## config.mk

```make
export PLATFORM = sky130hd
export DESIGN_NAME = seq_pattern_gen
export DESIGN_NICKNAME = d
export VERILOG_FILES = /design/src/rtl/seq_pattern_gen.sv
export SDC_FILE = /design/constraint.sdc
export NUM_CORES = 1
export LEC_CHECK = 0
export BUFFER_PORTS_ARGS = -buffer_cell sky130_fd_sc_hd__buf_2
export CAP_MARGIN = 20
export CORE_ASPECT_RATIO = 0.75
export CORE_MARGIN = 4
export CORE_UTILIZATION = 45
export DETAILED_ROUTE_END_ITERATION = 10
export PLACE_DENSITY_LB_ADDON = 0.15
export SLEW_MARGIN = 20
export SYNTH_ARGS = -nofsm -noshare
export SYNTH_HDL_FRONTEND = slang
export SYNTH_SLANG_ARGS = --single-unit
export TNS_END_PERCENT = 5
```

## constraint.sdc

```tcl
create_clock -name clk -period 2.8 [get_ports clk]
set_input_delay 0.56 -clock clk [delete_from_list [all_inputs] [get_ports clk]]
set_output_delay 0.56 -clock clk [all_outputs]
set_load 0.05 [all_outputs]
```

## src/rtl/seq_pattern_gen.sv

```systemverilog
// seq_pattern_gen: MSB-first serial pattern transmitter (start/pattern/len/reps/gap/abort in; out/out_valid/busy/done/err/state out)
module seq_pattern_gen #(
  parameter int PAT_W = 16,
  parameter int LEN_W = 5,
  parameter int CNT_W = 8,
  parameter int GAP_W = 4
) (
  input  logic             clk,
  input  logic             rst_n,
  input  logic             start,
  input  logic [PAT_W-1:0] pattern,
  input  logic [LEN_W-1:0] len,
  input  logic [CNT_W-1:0] reps,
  input  logic [GAP_W-1:0] gap,
  input  logic             abort,
  output logic             out,
  output logic             out_valid,
  output logic             busy,
  output logic             done,
  output logic             err,
  output logic [1:0]       state
);
  localparam logic [1:0] S_IDLE = 2'd0;
  localparam logic [1:0] S_SEND = 2'd1;
  localparam logic [1:0] S_GAP  = 2'd2;
  localparam logic [1:0] S_DONE = 2'd3;
  logic [PAT_W-1:0] pat_q, in_sh, first_sh, next_sh;
  logic [LEN_W-1:0] len_q, idx;
  logic [CNT_W-1:0] reps_q, rep_cnt;
  logic [GAP_W-1:0] gap_q, gap_cnt;
  logic             legal, last_rep;
  assign legal    = len != '0 && len <= LEN_W'(PAT_W);
  assign in_sh    = pattern >> (len - 1'b1);
  assign first_sh = pat_q >> (len_q - 1'b1);
  assign next_sh  = pat_q >> (idx - 1'b1);
  assign last_rep = reps_q != '0 && rep_cnt + 1'b1 == reps_q;
  always_ff @(posedge clk or negedge rst_n) begin
    if (!rst_n) begin
      state     <= S_IDLE;
      out       <= 1'b0;
      out_valid <= 1'b0;
      busy      <= 1'b0;
      done      <= 1'b0;
      err       <= 1'b0;
      pat_q     <= '0;
      len_q     <= '0;
      reps_q    <= '0;
      gap_q     <= '0;
      idx       <= '0;
      rep_cnt   <= '0;
      gap_cnt   <= '0;
    end else begin
      done <= 1'b0;
      err  <= 1'b0;
      case (state)
        S_IDLE: begin
          if (!abort && start && legal) begin
            pat_q     <= pattern;
            len_q     <= len;
            reps_q    <= reps;
            gap_q     <= gap;
            idx       <= len - 1'b1;
            rep_cnt   <= '0;
            out       <= in_sh[0];
            out_valid <= 1'b1;
            busy      <= 1'b1;
            state     <= S_SEND;
          end else if (!abort && start) begin
            err <= 1'b1;
          end
        end
        S_SEND: begin
          if (abort) begin
            state     <= S_IDLE;
            out       <= 1'b0;
            out_valid <= 1'b0;
            busy      <= 1'b0;
          end else if (idx != '0) begin
            idx <= idx - 1'b1;
            out <= next_sh[0];
          end else if (last_rep) begin
            state     <= S_DONE;
            out       <= 1'b0;
            out_valid <= 1'b0;
            busy      <= 1'b0;
            done      <= 1'b1;
          end else begin
            if (reps_q != '0) rep_cnt <= rep_cnt + 1'b1;
            if (gap_q != '0) begin
              state     <= S_GAP;
              gap_cnt   <= gap_q - 1'b1;
              out       <= 1'b0;
              out_valid <= 1'b0;
            end else begin
              idx <= len_q - 1'b1;
              out <= first_sh[0];
            end
          end
        end
        S_GAP: begin
          if (abort) begin
            state <= S_IDLE;
            busy  <= 1'b0;
          end else if (gap_cnt == '0) begin
            state     <= S_SEND;
            idx       <= len_q - 1'b1;
            out       <= first_sh[0];
            out_valid <= 1'b1;
          end else begin
            gap_cnt <= gap_cnt - 1'b1;
          end
        end
        default: state <= S_IDLE;
      endcase
    end
  end
endmodule

```

After elaboration in Yosys (flattened, before gate mapping)
Index checks and enable logic that the tools add are counted.
Widths: inputs -> output; s select.
Operators by class
  $add $sub $neg: 6
  $mul: 0
  div/mod/pow operators: 0
  order comparisons: 1
  equal/unequal tests: 19
  shift-type cells: 3
  muxes and demuxes: 57
  bitwise logic cells: 0
  reductions and logical operators: 22
Operators with widths (count)
  $shr 16x5->1: 3
  $mux 8: 5
  $mux 5: 7
  $mux 1: 25
  $mux 4: 6
  $ne 2x2->1 const B: 10
  $pmux 8 s2: 1
  $ne 3x3->1 const B: 5
  $pmux 5 s3: 1
  $sub 5x1->5 const B: 3
  $mux 2: 7
  $reduce_and 7->1: 2
  $reduce_and 6->1: 2
  $reduce_bool 5->1: 2
  $pmux 1 s3: 3
  $add 8x1->8 const B: 1
  $eq 8x8->1: 1
  $pmux 4 s2: 1
  $reduce_and 4->1: 2
  $reduce_bool 8->1: 1
  $sub 4x1->4 const B: 2
  $pmux 2 s3: 1
  $le 5x5->1 const B: 1
  $reduce_and 5->1: 1
  other kinds (11): 15
Storage, ports and cells
  bits in registers: 57
  latch bits: 0
  memory bits (writable): 0
  memory bits (read-only): 0
  input bits: 37
  output and inout bits: 7
  word-level logic and storage cells: 121
  memories kept: 0

Longest topological paths before layout
Gate-level depths: netlist (run 1).
  depth in word-level cells: 7
  gate-level depth with buffers: 10
  gate-level depth less buffers: 8

Worst setup path after synthesis (run 1)
OpenSTA, ideal clock, no wires.
  path type: input-to-reg
  start point: input len[0]
  end point: register idx[2]
  library setup time: 0.128 ns
  arrival: 2.530 ns
  data required time: 2.672 ns
  slack: 0.143 ns
  cell stages on the path: 9
  path buffers: 1
  cells stage by stage: clkbuf_1 -> inv_1 -> ha_1 -> nor3b_1 -> xnor2_1 -> a21bo_2 -> nand3b_1 -> o22ai_2 -> mux2_1
Between the ends
  word-level cells in the longest chain between the ends: 5
  elaborated cells between the ends (all ways): 9
  those cells by class: 1 x add/sub; 1 x order compare; 1 x eq/ne; 2 x mux; 4 x reduce/logical
RTL lines
  from (decl): line 12  | input logic [LEN_W-1:0] len,
  $le 5x5->1 / $reduce_bool 5->1 (equally long branches): line 32  | assign legal = len != '0 && len <= LEN_W'(PAT_W);
  $logic_and 1x1->1: line 32
  $logic_and 1x1->1: line 57  | if (!abort && start && legal) begin
  $ne 2x2->1 (no line)
  $reduce_and 7->1 (no line)
  to (signal assigned): line 62  | idx <= len - 1'b1;
  to (signal assigned): line 79  | idx <= idx - 1'b1;
  to (signal assigned): line 95  | idx <= len_q - 1'b1;
  to (decl): line 28  | logic [LEN_W-1:0] len_q, idx;
Several ways; a longest one is shown, not always the timed one. The select of a mux whose other input is x is not followed.
A chain may end at the register's enable or synchronous reset.

Worst setup path in the final report (run 1)
  start point: register rep_cnt[0]
  end point: register gap_cnt[0]
Between the ends
  word-level cells in the longest chain between the ends: 5
RTL lines
  from (decl): line 29  | logic [CNT_W-1:0] reps_q, rep_cnt;
  from (signal assigned): line 88  | if (reps_q != '0) rep_cnt <= rep_cnt + 1'b1;
  $add 8x1->8: line 36  | assign last_rep = reps_q != '0 && rep_cnt + 1'b1 == reps_q;
  $eq 8x8->1: line 36
  $logic_and 1x1->1: line 36
  $ne 2x2->1 (no line)
  $reduce_and 7->1 (no line)
  to (signal assigned): line 91  | gap_cnt <= gap_q - 1'b1;
  to (signal assigned): line 110  | gap_cnt <= gap_cnt - 1'b1;
  to (decl): line 30  | logic [GAP_W-1:0] gap_q, gap_cnt;
Every way passes these cells.

==> reports/results.tsv, run 1 <==
stage	metric	value	unit
power	p_sw	2.05	mW
timing	drv_slew	0	
yosys	yosys.area.top_type_share	38.6	%
timing	finClkSkew	9.53	ps
yosys	synthArstFlopShare	100	%
worst_setup_path	cp-start-kind	flip-flop	
drt	drt_first_pass_iters	4	
worst_setup_path	crit_required	3020	ps
drt	drc	0	
worst_setup_path	critPathCaptureType	flip-flop	
layout	layout-drive-gt1-share	33.6	%
yosys	synth_cell_types	56	
drt	initialDrtViolationCount	137	
power	seqPwrFrac	33.0	%
yosys	synth_fp_nets	382	
grt	grt_pass1_vias	2732	
timing	fin_tns_setup	0	ps
layout	ff_latch_area	1430	µm²
floorplanning	fp.dieH	86.5	µm
timing	slew_headroom	52.0	%
timing	max_freq	0.383	GHz
power	p_total	4.96	mW
drt	routed-via-count	2860	
floorplanning	start_util	46.5	%
power	combPwrFrac	51.5	%
drt	drt_wl_total	8.51	mm
layout	fillers	682	
yosys	syn_area	3700	µm²
hold_path	hp-class	in2async	
drt	vias_per_cell	5.74	
clock_tree	cts_buffer_depth	2	
yosys	avgSynthCellArea	11.0	µm²
grt	antenna_found_initial	0	
grt	grt_max_degree	36	
grt	grt_pass1_wl	14.2	mm
grt	grt_use_total	18.7	%
clock_tree	cts_tree	done	
yosys	ys_warn_count	0	
run	cap_violations	0	
placed_design	gp_congestion	0.829	
placed_design	dp_hpwl	6.42	mm
clock_tree	ctsRootBufferMaster	clkbuf_8	
outcome	status	completed	
timing	tightest_slew	711	ps
drt	wl_per_cell	17.1	µm
power	swShare	41.2	%
power	power_density	1150	nW/µm²
power	ir_drop	557	µV
layout	multi_input_area	2120	µm²
clock_tree	holdBufCountCts	0	
timing	period_share	93.4	%
floorplanning	rows	28	
floorplanning	num_io_pins	44	
yosys	synthFlopType	dfrtp_1	
yosys	syn_inst	335	
power	internal_power	2.92	mW
power	p_clk_share	15.4	%
timing	rsz0062_at_grt	false	
floorplanning	die_x	113	µm
floorplanning	die_area	9750	µm²
floorplanning	core_area	7950	µm²
grt	gr-total-overflow	0	
placed_design	numPlacedInstances	479	
timing	period_minus_slack	2610	ps
yosys	ys_top_cells_by_area	dfrtp_1 39%, mux2_2 9.7%, mux4_2 7.9%	
layout	fin_nets	435	
layout	layout.cells.non_filler	498	
clock_tree	clk_pin_slew	70	ps
worst_setup_path	critical_path_class	reg2reg	
drt	ant_nets	0	
worst_setup_path	crit_fanout	6	
timing	hold_viol	0	
timing	setup_viol	0	
layout	area_delta_synth_final	16.4	%
clock_tree	clkSinkCount	57	
power	p_leak	1.88	nW
yosys	ys_seq_area_share	38.6	%
clock_tree	worstSkewPairLatency	350	ps
clock_tree	htreeDepth	3	
yosys	yosys.area.top_type	dfrtp_1	
placed_design	port_buffers	43	
layout	diodes	0	
worst_setup_path	arrival	2840	ps
yosys	synth_seq_cells	57	
yosys	synth_edf_count	0	
clock_tree	cts_buffers	9	
## power by group through the flow
stage	Combinational, mW	Sequential, mW	Clock, mW
2_1_floorplan	2.00	1.59	0
3_3_place_gp	2.51	1.63	0
3_5_place_dp	2.55	1.65	0
4_1_cts	2.56	1.63	0.790
5_1_grt	2.82	1.70	0.837
6_report	2.56	1.64	0.765
## logic make-up after synthesis
group | synth area share [%]
XOR/XNOR | 5.68
adder cells (fa/ha/maj) | 3.38
buffers and inverters | 4.36
AND/OR/NAND/NOR | 12.6
AO/OA/AOI/OAI | 11.3
flip-flops | 38.6
multiplexers | 24.1
## final cells by class
| cell class | count | area share, % |
|---|---|---|
| multi-input combinational | 240 | 49.3 |
| clock buffer | 11 | 3.28 |
| sequential | 57 | 33.1 |
| timing repair buffer | 59 | 8.08 |
| tap | 105 | 3.05 |
| inverter | 21 | 1.83 |
| clock inverter | 5 | 1.28 |
## state kept, by name, summed over array words and instances (netlist names)
name       cells
gap_q          4
done           1
gap_cnt        4
reps_q         8
out            1
len_q          5
rep_cnt        8
err            1
out_valid      1
idx            5
busy           1
state          2
pat_q         16
## metal layers
metal | GRT usage [%] | part of all wire, % | up-vias
li1 | - | - | 1355
met1 | 27.4 | 48 | 1404
met2 | 26.1 | 43 | 85
met3 | 5.51 | 6.8 | 16
met4 | 7.10 | 2.1 | 0
met5 | 0 | 0 | -
## synthesized netlist by cell type (8+ instances only)
cell       n
dfrtp_1   57
clkbuf_1   9
nand2_1   15
mux4_2    13
mux2_1     8
ha_1      10
a21oi_1    9
nor2_1    17
nand3_1   12
xor2_1    12
mux2i_1   15
mux2_2    32
inv_1     21
xnor2_1   12
## layout by cell type, fill, tap and decap left out, drive strengths merged, types with 12 or more instances in the layout
master,count
buf,59
dfrtp,57
inv,21
mux2,40
mux2i,15
mux4,13
nand2,15
nand3,12
nor2,18
xnor2,12
xor2,12
## through the flow
step	utilization, %	hold WS (ps)	setup WS (ps)	cell area (µm²)
5_1_grt	54.2	304	1.59	4310
3_5_place_dp	51.3	508	111	4080
4_1_cts	53.8	263	158	4280
2_1_floorplan	-	264	143	3700
6_report	54.2	263	186	4310
3_3_place_gp	51.3	511	168	4080
## path summary, 6_finish.rpt
check	endpoint	start	depth (start not counted)	slack, ps
max	gap_cnt[0]	rep_cnt[0]	9	190
min in group clk	reps_q[0]	reps[0]	2	440
min	rep_cnt[4]	rst_n	1	260
min reg2reg	busy	busy	1	520
max reg2reg	gap_cnt[0]	rep_cnt[0]	9	190
max in group asynchronous	pat_q[10]	rst_n	2	1860
## critical path, stage by stage (launching register included)
cell and delay [ps]:
dfrtp_2 420, ha_2 240, or3b_1 370, a211oi_2 230
nor3_1 110, nor4_4 410, buf_4 200, buf_4 110
a21oi_2 80, mux2_1 320
## what timing repair did
action | in CTS | in global routing
gates resized for setup | 0 | 3
endpoints found under the setup margin | 0 | 1
endpoints found under the hold margin | 0 | 0
buffers inserted | 0 | 3
(Power assumes the default switching activity.)
==> run 2: changes to the inputs <==
Clock period 2.8 ns to 3.1 ns, I/O delays scaled along.
==> run 2 against run 1 <==
Effect of this change:
- non-clock buffer count fell by 6
- sequential power fell by 9%
- critical endpoint is now rep_cnt[6]
- design area fell by 1.6%
- clock skew barely moved
- via count fell by 2.6%
- die area did not move
- register-to-register slack improved by 210 ps
- critical path depth fell by 2
- clock-buffer cell count rose by 1
==> reports/results.tsv, run 2 (synthesized netlist as in run 1, its figures left out) <==
stage	metric	value	unit
worst_setup_path	cpPeakStageDelay	640	ps
layout	fin_nets	429	
worst_setup_path	crit_fanout	7	
placed_design	port_buffers	43	
worst_setup_path	path_buf_inv	1	
run	cap_violations	0	
layout	layout_common_cells	57 x dfrtp_1, 43 x buf_2, 32 x mux2_2	
worst_setup_path	startpoint	idx[0]	
clock_tree	worstSkewPairLatency	330	ps
drt	vias_per_cell	5.68	
worst_setup_path	crit_chain	inv_1, ha_1, or4b_1, nor2_4, nand3_1, or2_2, o311ai_1	
timing	rsz0062_at_grt	false	
placed_design	gp_congestion	0.882	
clock_tree	cts_buffers	9	
layout	largest_reg_flops	16	
placed_design	dp_hpwl	6.35	mm
power	ir_drop	404	µV
timing	period_minus_slack	2700	ps
floorplanning	rows	28	
drt	routed-via-count	2787	
clock_tree	ctsRootBufferMaster	clkbuf_8	
clock_tree	holdBufCountCts	0	
clock_tree	clk_pin_slew	60	ps
worst_setup_path	critical_path_class	reg2reg	
worst_setup_path	critPathCaptureType	flip-flop	
worst_setup_path	cp-endpoint	rep_cnt[6]	
worst_setup_path	crit_required	3330	ps
power	p_leak	1.85	nW
power	power_density	1040	nW/µm²
grt	grt_max_degree	34	
clock_tree	htreeDepth	3	
clock_tree	postCtsSetupBuffers	0	
grt	grt_use_total	18.5	%
floorplanning	core_area	7950	µm²
drt	ant_nets	0	
clock_tree	cts_buffer_depth	2	
worst_setup_path	r2r_cells	7	
grt	grt_pass1_vias	2845	
layout	largest_register	pat_q	
clock_tree	cts_tree	done	
drt	initialDrtViolationCount	176	
timing	drv_slew	0	
clock_tree	clkSinkCount	57	
drt	drt_wl_total	8.28	mm
floorplanning	start_util	46.5	%
timing	slew_headroom	48.0	%
placed_design	dp_slack	287	ps
layout	layout.cells.non_filler	491	
timing	setup_viol	0	
placed_design	numPlacedInstances	476	
timing	fin_tns_setup	0	ps
timing	hold_viol	0	
drt	drc	0	
drt	drt_first_pass_iters	5	
floorplanning	die_area	9750	µm²
timing	timing.final.ws_setup	398	ps
worst_setup_path	crit_family	simple AND/OR/NAND/NOR gates	
outcome	status	completed	
layout	mostFrequentLayoutCell	dfrtp_1	
timing	tightest_slew	780	ps
floorplanning	num_io_pins	44	
worst_setup_path	arrival	2930	ps
timing	max_freq	0.370	GHz
layout	layout-drive-gt1-share	31.9	%
grt	grt_pass1_wl	14.1	mm
timing	period_share	87.2	%
power	p_total	4.41	mW
layout	diodes	0	
floorplanning	die_x	113	µm
worst_setup_path	r2r_end	rep_cnt[6]	
drt	wl_per_cell	16.9	µm
worst_setup_path	crit_slowest_cell	or4b_1	
timing	finClkSkew	9.09	ps
worst_setup_path	path_depth	7	
worst_setup_path	cp-start-kind	flip-flop	
layout	area_delta_synth_final	14.5	%
grt	antenna_found_initial	0	
worst_setup_path	rr_startpoint	idx[0]	
hold_path	hp-class	in2async	
grt	gr-total-overflow	0	
worst_setup_path	r2r_setup_slack	400	ps
floorplanning	fp.dieH	86.5	µm
layout	reg_top3	pat_q (16), rep_cnt (8), reps_q (8)	
clock_tree	postCtsResizedCells	0	
[run 2: cell types whose count changed in the layout (fill, tap and decap cells not counted), sizes merged]
cell | before | now
buf | 59 | 53
clkinvlp | 2 | 0
bufinv | 1 | 0
clkbuf | 11 | 12
clkinv | 2 | 3
[run 2: where the power goes]
part	switching (mW)	total, mW	internal [mW]
combinational	1.15	2.28	1.13
clock	0.290	0.636	0.347
sequential	0.394	1.49	1.10
total	1.83	4.41	2.58
[run 2: metal layers]
metal	vias up	part of all wire, %	track usage, %
met2	68	46	28.4
met4	0	0.93	6.33
li1	1343	-	-
met3	6	4.9	3.91
met5	-	0	0
met1	1370	48	26.1
[run 2: final cells by class]
type / instances / area (µm²)
Tap cell: 105 / 131
Fill cell: 714 / 3720
Inverter: 21 / 78.8
Sequential cell: 57 / 1430
Timing Repair Buffer: 53 / 303
Multi-Input combinational cell: 240 / 2120
Clock inverter: 3 / 15.0
Clock buffer: 12 / 165
[run 2: stage by stage]
step | util [%] | instance area (µm²) | hold WS (ps)
3_5_place_dp | 51.0 | 4060 | 512
6_report | 53.3 | 4240 | 356
3_3_place_gp | 51.0 | 4060 | 508
4_1_cts | 53.3 | 4240 | 378
5_1_grt | 53.3 | 4240 | 412
2_1_floorplan | - | 3700 | 324
[run 2: worst min path at each step]
| stage | from | depth (start not counted) | slack [ps] | end |
|---|---|---|---|---|
| detailed placement | busy | 1 | 510 | busy |
| global placement | len_q[1] | 2 | 510 | len_q[1] |
| floorplan | rst_n | 0 | 320 | busy |
| CTS | rst_n | 1 | 380 | rep_cnt[0] |
| global route | rst_n | 1 | 410 | len_q[4] |
| finish | rst_n | 1 | 360 | rep_cnt[3] |
[run 2: worst register-to-register path, cell delays in order, from the launching register on]
cell and delay [ps]:
dfrtp_1 500, inv_1 130, ha_1 250, or4b_1 640, nor2_4 210, nand3_1 220
or2_2 410, o311ai_1 250
==> run 3: changes to the inputs <==
Settings changed: ABC_AREA from default to 1.
==> run 3 against run 2 <==
Effect of this change:
- cell count up 35%
- non-clock buffer count down 2
- sequential power down 8%
- fmax up 11%
- synthesized area down 1.7%
- via count up 21%
- clock-buffer cell count down 2
- core utilization down 0.30 points
- combinational power about the same
- critical path type unchanged
==> reports/results.tsv, run 3 <==
stage	metric	value	unit
grt	grt_pass1_vias	3044	
floorplanning	num_io_pins	44	
timing	period_share	78.9	%
yosys	ys_seq_area_share	39.2	%
grt	grt_max_degree	34	
yosys	synthFlopType	dfrtp_1	
power	ir_drop	386	µV
power	combPwrFrac	52.6	%
clock_tree	htreeDepth	3	
timing	setup_viol	0	
worst_setup_path	cp-start-kind	flip-flop	
power	p_leak	2.07	nW
grt	antenna_found_initial	0	
yosys	avgSynthCellArea	7.16	µm²
drt	vias_per_cell	5.06	
layout	area_delta_synth_final	14.8	%
layout	reg_top3	pat_q (16), rep_cnt (8), reps_q (8)	
layout	diodes	0	
yosys	synthXorXnorAreaFrac	3.13	%
layout	layout-drive-gt1-share	16.8	%
worst_setup_path	critical_path_class	reg2reg	
hold_path	hp-class	in2async	
placed_design	gp_congestion	0.880	
clock_tree	worstSkewPairLatency	350	ps
outcome	status	completed	
placed_design	dp_hpwl	6.79	mm
power	power_density	1050	nW/µm²
yosys	syn_inst	508	
yosys	synth_fp_nets	555	
timing	tightest_slew	805	ps
placed_design	port_buffers	43	
drt	drt_wl_total	8.89	mm
yosys	yosys-top-cells-count	135 x nand2_1, 57 x dfrtp_1, 55 x inv_1	
timing	period_minus_slack	2440	ps
worst_setup_path	crit_required	3340	ps
drt	drc	0	
power	p_sw	2.09	mW
clock_tree	clk_pin_slew	70	ps
timing	fin_tns_setup	0	ps
timing	max_freq	0.409	GHz
floorplanning	rows	28	
yosys	yosysMostFrequentCell	nand2_1	
timing	finClkSkew	6.75	ps
worst_setup_path	arrival	2680	ps
floorplanning	die_area	9600	µm²
yosys	ys_warn_count	0	
worst_setup_path	rr_startpoint	len_q[0]	
grt	grt_pass1_wl	14.9	mm
floorplanning	start_util	46.2	%
drt	wl_per_cell	13.4	µm
timing	hold_viol	0	
power	seqPwrFrac	31.0	%
clock_tree	ctsRootBufferMaster	clkbuf_8	
drt	drt_first_pass_iters	5	
yosys	syn_area	3640	µm²
clock_tree	cts_tree	done	
layout	utilization	53.0	%
floorplanning	core_area	7880	µm²
clock_tree	cts_buffers	9	
drt	initialDrtViolationCount	275	
layout	largest_register	pat_q	
yosys	yosys.area.top_type_share	39.2	%
layout	mostFrequentLayoutCell	nand2_1	
layout	layout_common_cells	135 x nand2_1, 57 x dfrtp_1, 55 x inv_1	
yosys	synth_seq_cells	57	
timing	slew_headroom	46.3	%
worst_setup_path	crit_fanout	11	
clock_tree	postCtsSetupBuffers	0	
yosys	yosys.area.top_type	dfrtp_1	
drt	ant_nets	0	
yosys	ys_top_cells_by_area	dfrtp_1 39%, nand2_1 14%, nand3_1 6.3%	
worst_setup_path	critPathCaptureType	flip-flop	
drt	routed-via-count	3363	
grt	gr-total-overflow	0	
grt	grt_use_total	19.5	%
yosys	synthAdderAreaFrac	3.44	%
timing	drv_slew	0	
clock_tree	clkSinkCount	57	
clock_tree	postCtsResizedCells	0	
power	internal_power	2.30	mW
yosys	synthMuxAreaShare	2.48	%
yosys	synth_edf_count	0	
yosys	synth_top_family_by_area	simple AND/OR/NAND/NOR gates	
power	swShare	47.6	%
timing	rsz0062_at_grt	false	
yosys	synth_compound_area_share	13.3	%
power	p_clk_share	16.3	%
worst_setup_path	startpoint	len_q[0]	
floorplanning	fp.dieH	85.9	µm
yosys	yosys.area_share.simple	30.2	%
floorplanning	die_x	112	µm
run	cap_violations	0	
layout	largest_reg_flops	16	
clock_tree	holdBufCountCts	0	
yosys	synthArstFlopShare	100	%
layout	fillers	793	
layout	fin_nets	601	
yosys	synth_cell_types	32	
clock_tree	cts_buffer_depth	2	
[run 3: cell types whose count changed after synthesis, sizes merged, moves of 24 or more]
cell and delta:
nand2 +128, o21ai +41, inv +36, nand3 +35, mux2 -32, nor2 +32, a21oi +24
[run 3: stage by stage]
stage / instance area [µm²] / setup WS [ps] / std cells / hold WS [ps] / power, mW
detailed placement: 3970 / 495 / 648 / 467 / 3.67
global placement: 3970 / 532 / 648 / 460 / 3.65
global route: 4180 / 449 / 664 / 406 / 4.80
finish: 4180 / 655 / 664 / 356 / 4.40
floorplan: 3640 / 871 / 508 / 324 / 3.12
CTS: 4180 / 671 / 664 / 376 / 4.40
[run 3: cell type report]
cell class                      instances  area [µm²]  area share, %
Multi-Input combinational cell        376        1920           45.9
Inverter                               59         221           5.30
Clock buffer                           10         138           3.30
Tap cell                              105         131           3.15
Timing Repair Buffer                   51         275           6.59
Sequential cell                        57        1430           34.2
Clock inverter                          6        67.6           1.62
[run 3: power by group through the flow]
stage,Clock [mW],Sequential (mW),Combinational [mW]
6_report,0.718,1.37,2.31
5_1_grt,0.769,1.40,2.62
4_1_cts,0.741,1.36,2.30
3_5_place_dp,0,1.37,2.29
3_3_place_gp,0,1.37,2.28
2_1_floorplan,0,1.39,1.73
[run 3: logic make-up after synthesis]
family / count (synthesis)
buf+inv: 75
simple gates: 253
xor+xnor: 13
flops: 57
compound gates: 92
mux: 8
fa+ha+maj: 10
[run 3: path summary, 6_finish.rpt]
kind,to,slack [ps],cells past startpoint
worst max-delay path,out,660,13
worst min-delay path,gap_cnt[3],360,1
worst max register to register,out,660,13
worst min register to register,out,480,2
max in group asynchronous,idx[0],2040,2
min in group clk,out,480,2
[run 3: per-layer routing]
metal	routed length [µm]	global-route usage, %
met2	3520	27.3
met4	103	5.97
met1	4680	29.4
met3	592	4.94
met5	0	0
[run 3: worst max-delay path, stage by stage, from the launching register on]
cell	delay, ps
dfrtp_1	540
clkinv_1	350
ha_1	470
inv_1	130
a21oi_1	120
o21ai_0	110
nand3_1	90
nand3_1	80
nand3b_1	110
nor2_1	50
nor2_1	100
nand2_1	60
nand2_1	90
nand2_1	50
